[config.mk]
export PLATFORM = sky130hd
export DESIGN_NAME = act_skew_feeder
export DESIGN_NICKNAME = d
export VERILOG_FILES = /design/src/rtl/act_skew_feeder.sv
export SDC_FILE = /design/constraint.sdc
export NUM_CORES = 1
export LEC_CHECK = 0
export CORE_UTILIZATION = 51
export DETAILED_ROUTE_END_ITERATION = 6
export GPL_TIMING_DRIVEN = 0
export HOLD_SLACK_MARGIN = 0.08
export PLACE_DENSITY = 0.84
export SLEW_MARGIN = 20
export SYNTH_ARGS = -nofsm -noshare
export SYNTH_HDL_FRONTEND = slang
export SYNTH_SLANG_ARGS = --single-unit
[constraint.sdc]
create_clock -name clk -period 3.85 [get_ports clk]
set_clock_uncertainty 0.1 [all_clocks]
set_input_delay 0.5775 -clock clk [delete_from_list [all_inputs] [get_ports clk]]
set_output_delay 0.5775 -clock clk [all_outputs]
set_load 0.03 [all_outputs]
[src/rtl/act_skew_feeder.sv]
// act_skew_feeder
//
// Feeds one activation vector per cycle into a systolic PE array, skewing row r
// by r cycles so that each row's activation meets its partial sum on the diagonal.
// Row r of an accepted vector appears on its active_left slice r+1 cycles after
// the accepting edge. The block also tracks the tile: it counts accepted vectors,
// stops accepting once the last vector of a tile is in, and pulses done when the
// skew pipeline has fully drained.
//
// Parameters
//   data_width  activation word width in bits
//   rows        number of PE rows fed (2..16)
//
// Ports
//   clk          single clock, rising edge
//   rst          synchronous, active-high reset
//   in_valid     in_vec / in_last are valid
//   in_ready     the block accepts a vector this cycle
//   in_vec       one activation per row; row r at [(r+1)*data_width-1 : r*data_width]
//   in_last      accepted vector is the final one of the tile
//   active_left  skewed activations, same row slicing as in_vec
//   row_valid    bit r high when slice r carries real data
//   w_compute    compute enable to the PE array (OR of row_valid)
//   done         one-cycle pulse when the tile has fully drained
//   beat_count   vectors accepted in the current tile, saturating at 0xFFFF

module act_skew_feeder #(
  parameter int unsigned data_width = 20,
  parameter int unsigned rows       = 4
) (
  input  logic                         clk,
  input  logic                         rst,
  input  logic                         in_valid,
  output logic                         in_ready,
  input  logic [data_width*rows-1:0]   in_vec,
  input  logic                         in_last,
  output logic [data_width*rows-1:0]   active_left,
  output logic [rows-1:0]              row_valid,
  output logic                         w_compute,
  output logic                         done,
  output logic [15:0]                  beat_count
);

  typedef enum logic [1:0] {
    StIdle   = 2'd0,
    StStream = 2'd1,
    StDrain  = 2'd2
  } state_e;

  state_e state_q, state_d;

  logic        accept;
  logic [rows-1:0] row_vld_nxt;  // row_valid as it will be after the coming edge
  logic        pipe_empty_nxt;

  logic        done_q, done_d;
  logic        w_compute_q;
  logic [15:0] beat_q, beat_d;

  // Reset takes priority over any handshake in the same cycle.
  assign accept         = in_valid & in_ready & ~rst;
  assign pipe_empty_nxt = (row_vld_nxt == '0);

  // --------------------------------------------------------------------------
  // Per-row delay lines. Row r has r+1 stages; stage 0 loads the incoming
  // activation (or a zero bubble) and the last stage drives the PE row. The
  // array cannot stall, so every line shifts every cycle.
  // --------------------------------------------------------------------------
  for (genvar r = 0; r < rows; r++) begin : g_row
    logic [data_width-1:0] dat_q [r+1];
    logic [r:0]            vld_q;

    always_ff @(posedge clk) begin
      if (rst) begin
        for (int k = 0; k <= r; k++) begin
          dat_q[k] <= '0;
        end
        vld_q <= '0;
      end else begin
        dat_q[0] <= accept ? in_vec[r*data_width +: data_width] : '0;
        vld_q[0] <= accept;
        for (int k = 1; k <= r; k++) begin
          dat_q[k] <= dat_q[k-1];
          vld_q[k] <= vld_q[k-1];
        end
      end
    end

    if (r == 0) begin : g_first
      assign row_vld_nxt[r] = accept;
    end else begin : g_later
      assign row_vld_nxt[r] = vld_q[r-1];
    end

    assign active_left[r*data_width +: data_width] = dat_q[r];
    assign row_valid[r]                            = vld_q[r];
  end

  // --------------------------------------------------------------------------
  // Tile FSM: state register
  // --------------------------------------------------------------------------
  always_ff @(posedge clk) begin
    if (rst) begin
      state_q <= StIdle;
    end else begin
      state_q <= state_d;
    end
  end

  // --------------------------------------------------------------------------
  // Tile FSM: next state
  // --------------------------------------------------------------------------
  always_comb begin
    state_d = state_q;
    unique case (state_q)
      StIdle: begin
        if (accept) begin
          state_d = in_last ? StDrain : StStream;
        end
      end
      StStream: begin
        if (accept && in_last) begin
          state_d = StDrain;
        end
      end
      StDrain: begin
        if (pipe_empty_nxt) begin
          state_d = StIdle;
        end
      end
      default: state_d = StIdle;
    endcase
  end

  // --------------------------------------------------------------------------
  // Tile FSM: outputs and next values of the registered tile outputs
  // --------------------------------------------------------------------------
  always_comb begin
    in_ready = 1'b1;
    done_d   = 1'b0;
    beat_d   = beat_q;
    unique case (state_q)
      StIdle: begin
        // First accept of a tile restarts the count at one.
        if (accept) begin
          beat_d = 16'd1;
        end
      end
      StStream: begin
        if (accept && (beat_q != 16'hFFFF)) begin
          beat_d = beat_q + 16'd1;
        end
      end
      StDrain: begin
        in_ready = 1'b0;
        // Done lands in the first cycle after the last data with every row empty.
        done_d   = pipe_empty_nxt;
      end
      default: begin
        in_ready = 1'b1;
      end
    endcase
  end

  always_ff @(posedge clk) begin
    if (rst) begin
      done_q      <= 1'b0;
      w_compute_q <= 1'b0;
      beat_q      <= '0;
    end else begin
      done_q      <= done_d;
      // Registered from the same next-state bits as row_valid, so it always
      // equals |row_valid in the cycle it is seen.
      w_compute_q <= |row_vld_nxt;
      beat_q      <= beat_d;
    end
  end

  assign done       = done_q;
  assign w_compute  = w_compute_q;
  assign beat_count = beat_q;

endmodule

; After elaboration in Yosys (flattened, before gate mapping)
; Memories as Yosys holds them, arrays and structs flattened.
; Cells that the tools add are included.
; W data, S select, Z words.
[op_classes]
add_sub_neg = 1
n_eq_ne = 7
mux = 27
n_bitwise = 13
n_reduce_logical = 10
[ops]
columns = operator, n
row1 = $mux W20, 14
row2 = $mux W16, 2
row3 = $pmux W16 S2, 1
row4 = $reduce_or A20 Y1, 1
row5 = $add A16 B1 Y16 const B, 1
row6 = $ne A16 B16 Y1 const B, 1
row7 = $or A1 B1 Y1, 9
row8 = $mux W2, 4
row9 = $ne A2 B2 Y1 const B, 4
row10 = $pmux W2 S3, 1
row11 = $reduce_and A3 Y1, 2
row12 = $mux W1, 5
row13 = $logic_not A4 Y1, 1
row14 = $reduce_or A4 Y1, 1
row15 = $and A1 B1 Y1, 2
row16 = $eq A2 B1 Y1 const B, 1
row17 = $eq A2 B2 Y1 const B, 1
row18 = $logic_and A1 B1 Y1, 2
row19 = $logic_not A2 Y1, 1
row20 = $not A1 Y1, 2
row21 = $reduce_bool A2 Y1, 1
row22 = $reduce_or A2 Y1, 1
[word_totals]
ff_bits = 30
ramBits = 200
inputBits = 84
output_inout_bits = 103
elab_cells = 70
mem_count = 4
[mem_list]
columns = name, depth, width, rd, rd_ports_with_merged_regs, wr, line_no
row1 = g_row[3].dat_q, 4, 20, 4, 0, 4, 70  ; logic [data_width-1:0] dat_q [r+1];
row2 = g_row[2].dat_q, 3, 20, 3, 0, 3, 70
row3 = g_row[1].dat_q, 2, 20, 2, 0, 2, 70
row4 = g_row[0].dat_q, 1, 20, 1, 0, 1, 70

; Longest topological paths before layout
[logic_depth]
word_depth = 7
depth_mapped = 6
mapped_depth_nobuf = 5

; Worst setup path before layout
; Ideal clock, no wire load.
[synth_path]
path_type = register to register
start = register beat_q[0], in the netlist beat_count[0]
end = register beat_q[4], in the netlist beat_count[4]
setup_ps = 70
t_arrival_ps = 1800
required_time_ps = 3680
setup_slack_ps = 1880
path_stages_with_launch = 7
n_path_buf = 1
period_less_slack_ps = 1970
path_cell_list = dfxtp_1 ha_1 and4_1 and4bb_2 clkbuf_1 or4_1 a21oi_1
[synth_between]
elab_chain_cells = 4
word_cells_on_any_way = 7
classes_between = add/sub: 1 / eq/ne: 2 / mux: 2 / reduce/logical: 2
[synth_rtl]
columns = item, line_no
row1 = start: declaration, 58  ; logic [15:0] beat_q, beat_d;
row2 = start signal: assignment, 175  ; beat_q <= beat_d;
row3 = "parallel branches: the longest is 4 deep, another holds $add A16 B1 Y16", --
; Several ways; the timed one is not identified. The select of a mux whose other input is x is not followed.
; A chain may end at the register's enable or synchronous reset.

; Worst setup path after layout
[layout_path]
start = register state_q[0]
end = output port in_ready
[layout_between]
elab_chain_cells = 2
[layout_rtl]
columns = item, line_no
row1 = start: declaration, 50  ; state_e state_q, state_d;
row2 = start signal: assignment, 104  ; state_q <= StIdle;
row3 = start signal: assignment, 106  ; state_q <= state_d;
row4 = $eq A2 B2 Y1, 142  ; unique case (state_q)
row5 = $mux W1, 142
row6 = end: declaration, 34  ; output logic in_ready,
; No other way between the ends.

==> flow_summary.yaml <==
status:
  status: "completed"
placement:
  pre_cts_slack_ps: 1170
  dp_hpwl_um: 9110
  gp_congestion: 0.810
  io_buffers: 185
power_and_ir_drop:
  powerDensity_nw_per_um2: 484
  p_leak_nw: 3.71
  vdd_drop_max_v: 0.000348
sta:
  finalHoldViolCount: 0
  rsz0062_at_grt: "no"
  setup-tns-final_ps: 0
  worst_pin_slew_ps: 862
  timing.final.crit_period_ps: 2540
  timing.fmax_ghz: 0.393
  fin_ws_ps: 1310
  relSlewSlack: 0.420
  finalCritPeriodShare: 0.660
  maxSlewViolCount: 0
  finalSetupViolations: 0
cts:
  path_clk_slew_ps: 60
  tritoncts: "done"
  postCtsSetupBuffers: 0
  clk_path_buf_depth: 3
  cts_num_sinks: 224
  cts_resized: 0
  clock_latency_ps: 470
  cts_made_buffers: 21
  cts_max_level: 1
  cts_hold_buf: 0
  cts_root_buffer: "clkbuf_16"
flow_run:
  max-cap-violations: 0
floorplanning:
  initial_core_util: 0.531
  rows: 41
  die_w_um: 117
  dieArea_um2: 13800
  die_h_um: 117
  io_pins: 187
  core_area_um2: 12800
grt:
  gr-total-overflow: 0
  grt_max_degree: 16
  grt_usage: 0.186
  antenna_found_initial: 0
  grt_pass1_vias: 4408
  grt_pass1_wl_um: 20800
drt:
  wl_per_cell_um: 13.3
  drt_pass1_iterations: 4
  num_vias: 4454
  remaining_drc_errors: 0
  drt_iter0_drc: 134
  wl_um: 13000
  ant_nets: 0
  vias_per_cell: 4.55
logic_synthesis:
  synth.top_cells.by_count: "dfxtp_1, nor2b_1, and2_1"
  synth_warnings: 0
  synth_area_um2: 6780
  synth-seq-area-share: 0.661
  synth_edf_count: 0
  synth.top_cell.area_share: 0.661
  ys_ff_latch: 224
  synth_cells: 587
  avgSynthCellArea_um2: 11.6
  synthFlopType: "dfxtp_1"
  netlist-cell-type-count: 39
  synth_area_leaders: "dfxtp_1, nor2b_1, and2_1"
  synth_top_area_cell: "dfxtp_1"
  synthArstFlopShare: 0
  yosysMostFrequentCell: "dfxtp_1"
  synth_nets: 672
hold_path:
  hold_path_end: "g_row[2].dat_q[0][22]$_SDFF_PP0_"
  hp-class: "register to register"
  min_path_cells: 1
  hp-start: "g_row[2].dat_q[0][2]$_SDFF_PP0_"
finish:
  final_nets: 880
  syn_to_final_growth_pct: 39.9
  fin_util: 0.743
  fill_cells: 838
  drive_above_1_share: 0.104
  antenna_cells: 0
setup_path:
  path_class: "register to primary output"
  worst-path-max-fanout: 6
  endpoint_kind: "primary output"
  r2r_cells: 5
  rr_endpoint: "g_row[3].dat_q[0][13]$_SDFF_PP0_"
  r2r_start: "state_q[0]$_SDFFE_PP0P_"
  worstPathRequired_ps: 3170
  r2r_slack_ps: 1670
  cp.arrival_ps: 1870
  start_kind: "register"
-- worst max-delay path by stage --
stage | from | endpoint | slack (ps) | cells past startpoint
floorplan | beat_count[0]$_SDFFE_PP0P_ | beat_count[4]$_SDFFE_PP0P_ | 1880 | 6
global placement | in_valid | g_row[3].dat_q[0][15]$_SDFF_PP0_ | 1240 | 5
detailed placement | in_valid | w_compute$_SDFF_PP0_ | 1170 | 5
CTS | state_q[0]$_SDFFE_PP0P_ | in_ready | 1290 | 2
global route | state_q[0]$_SDFFE_PP0P_ | in_ready | 1220 | 2
finish | state_q[0]$_SDFFE_PP0P_ | in_ready | 1310 | 2
-- worst max-delay path, cell delays in order (launching register included) --
cell and delay, ps:
dfxtp_1 460, nand2b_1 240, clkdlybuf4s50_1 700
-- cells in the final DEF, fill, tap and decap left out, types with 2 or more instances in the layout --
master,instances
clkbuf_1,26
nand4_1,3
nand3_1,7
clkinv_2,7
o31ai_1,10
or3_1,4
buf_4,41
nand2_1,8
and4_1,4
clkbuf_16,21
clkdlybuf4s50_1,185
inv_1,2
clkbuf_8,5
o21ai_0,4
or4_1,9
nor2b_1,123
and2_1,80
a21oi_1,14
nor3_1,5
dfxtp_1,224
nor2_1,2
-- flip-flops by register name, summed over array words and instances (netlist names) --
| name | flops |
|---|---|
| beat_count | 16 |
| w_compute | 1 |
| done | 1 |
| g_row.vld_q | 4 |
| state_q | 2 |
| g_row.dat_q | 200 |
-- per-stage QoR --
step	total power [W]	instances	hold WS [ps]	area, µm²
final	0.00459	979	326	9490
after global routing	0.00476	979	337	9490
after CTS	0.00464	979	328	9490
after detailed placement	0.00275	944	320	8850
after global placement	0.00274	944	317	8850
after floorplan	0.00260	587	314	6780
-- layout make-up --
cell class | instances | area [µm²] | share of cell area
Buffer | 68 | 418 | 0.0440
Clock buffer | 27 | 598 | 0.0630
Clock inverter | 8 | 42.5 | 0.00448
Inverter | 2 | 7.51 | 0.000791
Multi-Input combinational cell | 293 | 1870 | 0.197
Sequential cell | 224 | 4480 | 0.473
Tap cell | 172 | 215 | 0.0227
Timing Repair Buffer | 185 | 1850 | 0.195
-- power by group --
part	switching, W	total, W	internal (W)
logic	0.000132	0.000300	0.000168
registers	0.0000189	0.00240	0.00238
clock network	0.000797	0.00189	0.00109
-- metal layers --
layer	global-route usage	share of wire	up-vias
li1	-	-	2248
met3	0.0482	0.064	20
met2	0.363	0.54	135
met4	0.0463	0.020	0
met5	0	0	-
met1	0.196	0.38	2051
-- kinds of logic after synthesis --
kind of cell | synth area share
buffers and inverters | 0.0627
and+or+nand+nor | 0.242
adders and majority gates | 0.00184
muxes | 0.00148
AOI/OAI and AO/OA | 0.0308
DFF | 0.661
No activity file was read; power rests on OpenSTA's default activity.
